$ cat src/rtl/lzn_pkg.sv
// Shared types and widths for the leading-zero normalizer.
// LZN_DENORM_EN adds a right-shift (denormalize) payload to each op.
package lzn_pkg;

    localparam int LZN_WIDTH = 32;
    localparam int LZN_CNT_W = 6;
    localparam int LZN_TAG_W = 7;

    typedef struct packed {
        logic [LZN_WIDTH-1:0] data;
        logic [LZN_TAG_W-1:0] tag;
`ifdef LZN_DENORM_EN
        logic                 denorm;
        logic [LZN_CNT_W-1:0] shamt;
`endif
    } lzn_op_t;

    typedef struct packed {
        logic [LZN_WIDTH-1:0] data;
        logic [LZN_CNT_W-1:0] shamt;
        logic                 zero;
        logic [LZN_TAG_W-1:0] tag;
    } lzn_res_t;

endpackage

$ cat src/rtl/lzn_count.sv
// Log-tree leading-zero counter: 2-bit leaves, pairwise merges.
// An all-zero input returns WIDTH.
module lzn_count #(
    parameter int WIDTH = 32,
    parameter int CNT_W = $clog2(WIDTH) + 1
) (
    input  logic [WIDTH-1:0] data,
    output logic [CNT_W-1:0] cnt
);

    localparam int LOG = $clog2(WIDTH);

    // Level l covers groups of 2**l bits; c holds the group's count,
    // z flags an all-zero group. Index 2i+1 is the more significant half.
    for (genvar l = 1; l <= LOG; l++) begin : g_lvl
        localparam int N = WIDTH >> l;
        logic [l-1:0] c [N];
        logic [N-1:0] z;
        for (genvar i = 0; i < N; i++) begin : g_node
            if (l == 1) begin : g_leaf
                assign c[i] = ~data[2*i+1];
                assign z[i] = ~|data[2*i+1 -: 2];
            end else begin : g_merge
                logic zh;
                logic zl;
                assign zh = g_lvl[l-1].z[2*i+1];
                assign zl = g_lvl[l-1].z[2*i];
                assign z[i] = zh & zl;
                assign c[i] = zh ? {1'b1, g_lvl[l-1].c[2*i]}
                                 : {1'b0, g_lvl[l-1].c[2*i+1]};
            end
        end
    end

    assign cnt = g_lvl[LOG].z[0] ? CNT_W'(WIDTH)
                                 : CNT_W'({1'b0, g_lvl[LOG].c[0]});

endmodule

$ cat src/rtl/lz_normalizer.sv
// Two-stage normalizer: S1 registers operand + LZC, S2 registers the shift.
// Optional LZN_DENORM_EN adds logical right-shift ops by a given amount.
module lz_normalizer
    import lzn_pkg::*;
#(
    parameter int WIDTH = LZN_WIDTH,
    parameter int CNT_W = $clog2(WIDTH) + 1,
    parameter int TAG_W = LZN_TAG_W
) (
    input  logic             clk,
    input  logic             rst,
    input  logic             IN_flush,
    input  logic             IN_valid,
    output logic             IN_ready,
    input  logic [WIDTH-1:0] IN_data,
    input  logic [TAG_W-1:0] IN_tag,
`ifdef LZN_DENORM_EN
    input  logic             IN_denorm,
    input  logic [CNT_W-1:0] IN_shamt,
`endif
    output logic             OUT_valid,
    input  logic             OUT_ready,
    output logic [WIDTH-1:0] OUT_data,
    output logic [CNT_W-1:0] OUT_shamt,
    output logic             OUT_zero,
    output logic [TAG_W-1:0] OUT_tag
);

    lzn_op_t          op_in;
    lzn_op_t          s1_q;
    logic             s1_valid;
    logic [CNT_W-1:0] s1_cnt;
    logic [CNT_W-1:0] lzc;
    lzn_res_t         s2_d;
    lzn_res_t         s2_q;
    logic             s2_valid;
    logic             s1_adv;

    lzn_count #(
        .WIDTH(WIDTH),
        .CNT_W(CNT_W)
    ) u_count (
        .data(IN_data),
        .cnt (lzc)
    );

    // Combinational ready chain: S1 frees up whenever S2 can take its op.
    assign s1_adv   = !s2_valid || OUT_ready;
    assign IN_ready = !s1_valid || s1_adv;

    always_comb begin
        op_in      = '0;
        op_in.data = IN_data;
        op_in.tag  = IN_tag;
`ifdef LZN_DENORM_EN
        op_in.denorm = IN_denorm;
        op_in.shamt  = IN_shamt;
`endif
    end

    always_comb begin
        s2_d       = '0;
        s2_d.tag   = s1_q.tag;
        s2_d.data  = s1_q.data << s1_cnt;
        s2_d.shamt = s1_cnt;
        s2_d.zero  = (s1_cnt == CNT_W'(WIDTH));
`ifdef LZN_DENORM_EN
        if (s1_q.denorm) begin
            s2_d.data  = s1_q.data >> s1_q.shamt;
            s2_d.shamt = s1_q.shamt;
            s2_d.zero  = ~|(s1_q.data >> s1_q.shamt);
        end
`endif
    end

    always_ff @(posedge clk) begin
        if (rst) begin
            s1_valid <= 1'b0;
            s1_q     <= '0;
            s1_cnt   <= '0;
            s2_valid <= 1'b0;
            s2_q     <= '0;
        end else if (IN_flush) begin
            s1_valid <= 1'b0;
            s2_valid <= 1'b0;
        end else begin
            if (s1_adv) begin
                s2_valid <= s1_valid;
                if (s1_valid) begin
                    s2_q <= s2_d;
                end
            end
            if (IN_ready) begin
                s1_valid <= IN_valid;
                if (IN_valid) begin
                    s1_q   <= op_in;
                    s1_cnt <= lzc;
                end
            end
        end
    end

    assign OUT_valid = s2_valid;
    assign OUT_data  = s2_q.data;
    assign OUT_shamt = s2_q.shamt;
    assign OUT_zero  = s2_q.zero;
    assign OUT_tag   = s2_q.tag;

endmodule

$ cat config.mk
export PLATFORM = sky130hd
export DESIGN_NAME = lz_normalizer
export DESIGN_NICKNAME = d
export VERILOG_FILES = /design/src/rtl/lzn_pkg.sv /design/src/rtl/lzn_count.sv /design/src/rtl/lz_normalizer.sv
export SDC_FILE = /design/constraint.sdc
export NUM_CORES = 1
export LEC_CHECK = 0
export CAP_MARGIN = 10
export CORE_MARGIN = 2
export CORE_UTILIZATION = 54
export DETAILED_ROUTE_END_ITERATION = 12
export PLACE_DENSITY = 0.85
export SLEW_MARGIN = 0
export SYNTH_ARGS = -nofsm -noshare
export SYNTH_HDL_FRONTEND = slang
export SYNTH_SLANG_ARGS = --single-unit
$ cat constraint.sdc
create_clock -name clk -period 2.3 [get_ports clk]
set_input_delay 0.345 -clock clk [delete_from_list [all_inputs] [get_ports clk]]
set_output_delay 0.345 -clock clk [all_outputs]
set_load 0.01 [all_outputs]
# Word-level counts from Yosys, hierarchy flattened
# Cells that the tools add are included.
op_classes:
  add_sub_neg: 0
  n_mul: 0
  div: 0
  magnitude_cmp: 0
  n_eq_ne: 1
  n_shift: 1
  n_mux: 16
  bitwise_logic: 32
  reduce_logical: 39
op_table:
  columns: ["operator", "count"]
  rows:
  - ["2-bit OR reduction", 17]
  - ["32-bit by 6-bit left shift with 32-bit output", 1]
  - ["1-bit zero test", 18]
  - ["1-bit NOT", 17]
  - ["2-bit 2-to-1 mux", 8]
  - ["1-bit bitwise AND", 15]
  - ["3-bit 2-to-1 mux", 4]
  - ["4-bit 2-to-1 mux", 2]
  - ["6-bit == test, second input constant", 1]
  - ["6-bit 2-to-1 mux", 1]
  - ["3-bit AND reduction", 2]
  - ["5-bit 2-to-1 mux", 1]
  - ["1-bit logical OR", 2]
totals:
  regBits: 93
  latch_bits: 0
  ramBits: 0
  rom_bits: 0
  input_bits: 44
  out_inout_bits: 48
  mem_count: 0

# Longest topological paths before layout
logic_depth:
  word_depth: 7
  depth_mapped: 10
  ltp_nobuf: 6

# Cells and area by module
# A second synthesis with hierarchy kept.
unflattened:
  cells_unflattened: 618
  area_unflattened_um2: 5356.4
by_module_without_submodules:
  columns: ["module", "instances", "cells_per_inst", "area_per_inst_um2", "seq_area_each_um2"]
  rows:
  - ["lz_normalizer", 1, 557, 4967.3, 1861.8]
  - ["lzn_count", 1, 61, 389.1, 0.0]

# Worst setup path after synthesis
# OpenSTA, ideal clock, no wires.
synth_timing:
  kind: "reg2reg"
  start: "register s1_cnt[1]"
  end: "register s2_q (netlist bit OUT_data[21])"
  setup_ps: 131
  t_arrival_ps: 1696
  required_time_ps: 2169
  path_slack_ps: 474
  stages_incl_launch_ff: 8
  period_less_slack_ps: 1826
  cell_sequence: "dfxtp_1 -> buf_6 -> mux4_1 -> mux2_2 -> nor2_1 -> a211oi_1 -> a221oi_1 -> nor3_1"
synth_between:
  elab_chain_len: 1
synth_lines:
  columns: ["element", "line_no", "rtl"]
  rows:
  - ["start: declaration", "lz_normalizer.sv:32", "logic [CNT_W-1:0] s1_cnt;"]
  - ["start signal: assignment", "lz_normalizer.sv:97", "s1_cnt <= lzc;"]
  - ["32-bit by 6-bit left shift with 32-bit output", "lz_normalizer.sv:64", "s2_d.data = s1_q.data << s1_cnt;"]
  - ["end signal: assignment", "lz_normalizer.sv:82", "s2_q <= '0;"]
  - ["end signal: assignment", "lz_normalizer.sv:90", "s2_q <= s2_d;"]
  - ["end: declaration", "lz_normalizer.sv:35", "lzn_res_t s2_q;"]
# Every way passes these cells.
# A chain may end at the register's enable or synchronous reset.

# Worst setup path after layout
# Same ends and word-level chain as after synthesis.

==> impl_metrics.prom <==
# TYPE chip_impl_metric gauge
chip_impl_metric{name="setup_viol_count_final",unit=""} 0
chip_impl_metric{name="boundary_pins",unit=""} 92
chip_impl_metric{name="grt_antenna_before_repair",unit=""} 0
chip_impl_metric{name="overflow",unit=""} 0
chip_impl_metric{name="fp.dieW",unit="um"} 103
chip_impl_info{name="cp-end-kind",value="flop"} 1
chip_impl_metric{name="num-nets-final",unit=""} 796
chip_impl_metric{name="post_synthesis_share_of_cell_area_spent_on_and_or_nand_and_nor_gates",unit="%"} 19.7
chip_impl_metric{name="wl_per_cell",unit="um"} 17.0
chip_impl_metric{name="clock_path_buffers",unit=""} 2
chip_impl_metric{name="post_route_met1_wirelength",unit="um"} 6530
chip_impl_metric{name="count_of_vias_placed_by_the_detailed_router",unit=""} 5281
chip_impl_info{name="cts-root-buf",value="clkbuf_8"} 1
chip_impl_metric{name="synth-warning-count",unit=""} 0
chip_impl_metric{name="multi_input_area",unit="sq um"} 3130
chip_impl_metric{name="drt_first_iter_violations",unit=""} 301
chip_impl_metric{name="remaining_drc_errors",unit=""} 0
chip_impl_info{name="holdCritPathClass",value="in -> reg"} 1
chip_impl_metric{name="port_buffers",unit=""} 91
chip_impl_metric{name="drt_total_wl",unit="um"} 15100
chip_impl_metric{name="timing_hold_violations_final",unit=""} 0
chip_impl_metric{name="ys_types",unit=""} 54
chip_impl_metric{name="share_of_cells_above_drive_strength_1",unit="%"} 11.9
chip_impl_metric{name="clk-insertion-delay-late",unit="ns"} 0.39
chip_impl_info{name="yosys.area.top_type",value="dfxtp_1"} 1
chip_impl_metric{name="floorplan.initialDensity",unit="%"} 54.9
chip_impl_metric{name="synth.area.mux_share",unit="%"} 19.1
chip_impl_metric{name="core_region_area",unit="sq um"} 9640
chip_impl_metric{name="global_route.usage.total",unit="%"} 28.5
chip_impl_metric{name="fin_skew",unit="ns"} 0.0113
chip_impl_metric{name="area_share_of_the_leading_cell_type_in_the_synthesized_netlist",unit="%"} 35.2
chip_impl_metric{name="area_delta_synth_final",unit="%"} 26.7
chip_impl_metric{name="ff_latch_area",unit="sq um"} 1870
chip_impl_metric{name="antenna_cells_inserted",unit=""} 0
chip_impl_metric{name="synth.ff_latch_count",unit=""} 93
chip_impl_metric{name="timing.final.crit_share",unit="%"} 90.8
chip_impl_metric{name="h_tree_depth_reported_by_cts",unit=""} 3
chip_impl_metric{name="wl_met2",unit="um"} 7140
chip_impl_metric{name="postCtsSetupBuffers",unit=""} 0
chip_impl_metric{name="viasPerCell",unit=""} 5.93
chip_impl_metric{name="cts.hold.buffers_added",unit=""} 0
chip_impl_metric{name="timing.critical_path.fanout_max",unit=""} 16
chip_impl_metric{name="synth-adder-area-share",unit="%"} 0
chip_impl_info{name="tritoncts",value="built"} 1
chip_impl_metric{name="max_slew.worst_pin.slew",unit="ns"} 0.598
chip_impl_metric{name="number_of_global_route_vias_before_repair",unit=""} 4927
chip_impl_metric{name="synth.avg_cell_area",unit="sq um"} 8.03
chip_impl_info{name="rsz_0062_raised_after_global_routing",value="false"} 1
chip_impl_metric{name="synth_xor_xnor_area_share",unit="%"} 0
chip_impl_metric{name="stdcell_area",unit="sq um"} 6700
chip_impl_metric{name="static-leakage-power",unit="uW"} 0.00240
chip_impl_metric{name="area_enclosed_by_the_die_boundary",unit="sq um"} 10600
chip_impl_info{name="synth-main-ff-cell",value="dfxtp_1"} 1
chip_impl_metric{name="cts.clk_slew.worst_paths",unit="ns"} 0.10
chip_impl_metric{name="synth_fp_nets",unit=""} 703
chip_impl_metric{name="gp_routability_congestion",unit=""} 0.945
chip_impl_metric{name="synth_cells",unit=""} 659
chip_impl_info{name="synth_top_cells_by_area",value="dfxtp_1 35%, nand2_1 11%, a21oi_1 8.2%"} 1
chip_impl_metric{name="met3RoutedLength",unit="um"} 985
chip_impl_info{name="dr.max_layer_used",value="met4"} 1
chip_impl_metric{name="dieHeight",unit="um"} 103
chip_impl_metric{name="cts_buffers",unit=""} 9
chip_impl_metric{name="post-route-min-period",unit="ns"} 2.09
chip_impl_info{name="timing_worst_setup_path_type",value="reg -> reg"} 1
chip_impl_metric{name="power.ir.vdd_worst",unit="mV"} 0.390
chip_impl_info{name="outcome",value="complete, no violations"} 1
chip_impl_metric{name="grt_first_pass_wirelength",unit="um"} 23600
chip_impl_metric{name="asyncSetResetFlopFracSynth",unit="%"} 0
chip_impl_metric{name="pin_count_of_the_biggest_net_entering_global_routing",unit=""} 44
chip_impl_metric{name="final.fill_count",unit=""} 778
chip_impl_metric{name="drv.max_cap_violation_count",unit=""} 0
chip_impl_metric{name="placed_instances",unit=""} 874
chip_impl_metric{name="post_synthesis_compound_gate_area_fraction",unit="%"} 20.3
chip_impl_metric{name="place_area",unit="sq um"} 6470
chip_impl_info{name="largest_family_of_logic_cells_by_synthesized_area",value="compound AO/OA/AOI/OAI gates"} 1
chip_impl_metric{name="ys_seq_area_share",unit="%"} 35.2
chip_impl_metric{name="dp.final_hpwl",unit="um"} 11200
chip_impl_metric{name="max_freq",unit="MHz"} 479
chip_impl_info{name="cp-start-kind",value="flop"} 1
chip_impl_metric{name="cp_data_required_time",unit="ns"} 2.58
chip_impl_metric{name="cts_repair_resize_count",unit=""} 0
chip_impl_metric{name="slew_headroom",unit="%"} 60.0
chip_impl_metric{name="detail-route-antenna-nets",unit=""} 0
chip_impl_metric{name="total_power_divided_by_cell_area",unit="nW/um^2"} 521
chip_impl_metric{name="worstPathArrival",unit="ns"} 2.37
chip_impl_metric{name="finish.cell_count_without_fillers",unit=""} 890
chip_impl_metric{name="drtPass1Iterations",unit=""} 5
chip_impl_metric{name="slew_violations",unit=""} 0
chip_impl_metric{name="rows",unit=""} 36
chip_impl_metric{name="tritoncts_num_sinks",unit=""} 93
chip_impl_metric{name="synth_enable_flop_cells",unit=""} 0
chip_impl_metric{name="netlist_area",unit="sq um"} 5290
## cell usage after synthesis (3+ instances only)
master / count
a211oi_1: 4
a21oi_1: 87
a221oi_1: 3
a22o_1: 6
a22oi_1: 12
a31oi_1: 5
a32oi_1: 5
buf_2: 11
buf_4: 3
clkbuf_1: 33
dfxtp_1: 93
inv_1: 12
mux2_2: 18
mux2_4: 4
mux2i_1: 43
mux4_1: 7
mux4_2: 5
nand2_1: 149
nand3_1: 7
nand3b_1: 3
nor2_1: 46
nor2b_1: 6
nor3_1: 14
nor4_1: 8
o211ai_1: 7
o21a_1: 4
o21ai_0: 23
o22ai_1: 5
## critical path, cell delays in order (launching register included)
cell	delay, ns
dfxtp_4	0.50
buf_4	0.23
mux2i_1	0.26
mux2i_1	0.15
a21oi_1	0.37
a211oi_1	0.14
a221oi_1	0.25
nor3_1	0.09
## registers in the layout, summed over array words and instances (netlist names)
| signal | flops |
|---|---|
| OUT_data | 32 |
| OUT_shamt | 6 |
| OUT_tag | 7 |
| OUT_valid | 1 |
| OUT_zero | 1 |
| s1_cnt | 6 |
| s1_q | 39 |
| s1_valid | 1 |
## logic make-up after synthesis
logic type      after synthesis
simple gates                246
compound gates              177
flops                        93
mux                          78
buf+inv                      65
## power breakdown
group	internal (uW)	total, uW	switching, uW
Sequential	1650	1700	50.9
Combinational	253	524	271
Clock	627	1270	641
Total	2530	3490	963
## path summary, 6_finish.rpt
path / start / end / slack [ns] / cells past startpoint
min reg2reg: s1_q[3]$_SDFFE_PP0P_ / OUT_tag[3]$_SDFFE_PP0P_ / 0.46 / 2
max: s1_cnt[1]$_SDFFE_PP0P_ / OUT_data[21]$_SDFFE_PP0P_ / 0.21 / 7
min: rst / OUT_data[7]$_SDFFE_PP0P_ / 0.35 / 2
max reg2reg: s1_cnt[1]$_SDFFE_PP0P_ / OUT_data[21]$_SDFFE_PP0P_ / 0.21 / 7
## cell usage in the layout, fill, tap and decap left out, types with 8 or more instances in the layout
master and instances:
clkdlybuf4s50_1 90, nand2_1 149, a21oi_1 87, nor4_1 8, inv_1 12, buf_4 40
dfxtp_1 92, mux2i_1 43, nor2_1 46, mux2_2 18, o21ai_0 23, nor3_1 14
clkbuf_8 9, a22oi_1 12
## cell type report
| class | instances | area share (%) |
|---|---|---|
| clock inverters | 7 | 1.55 |
| flip-flops and latches | 93 | 27.8 |
| inverters | 13 | 0.728 |
| well taps | 133 | 2.48 |
| multi-input cells | 501 | 46.7 |
| clock buffers | 9 | 1.85 |
| repair buffers | 134 | 18.9 |
## stage by stage
stage	worst slack [ns]	setup TNS (ns)	power (uW)	utilization (%)	hold slack [ns]
after floorplan	0.474	0	2030	-	0.424
after global placement	0.0756	0	2240	67.2	0.438
after detailed placement	-0.0196	-0.0263	2250	67.2	0.448
after CTS	0.119	0	3480	69.5	0.343
after global routing	0.109	0	3600	69.5	0.368
final	0.212	0	3490	69.5	0.353
## layer usage
layer,GRT usage (%),vias up
li1,-,2546
met1,36.7,2462
met2,45.3,234
met3,6.64,39
met4,13.2,0
met5,0,-
(Power assumes the default switching activity.)
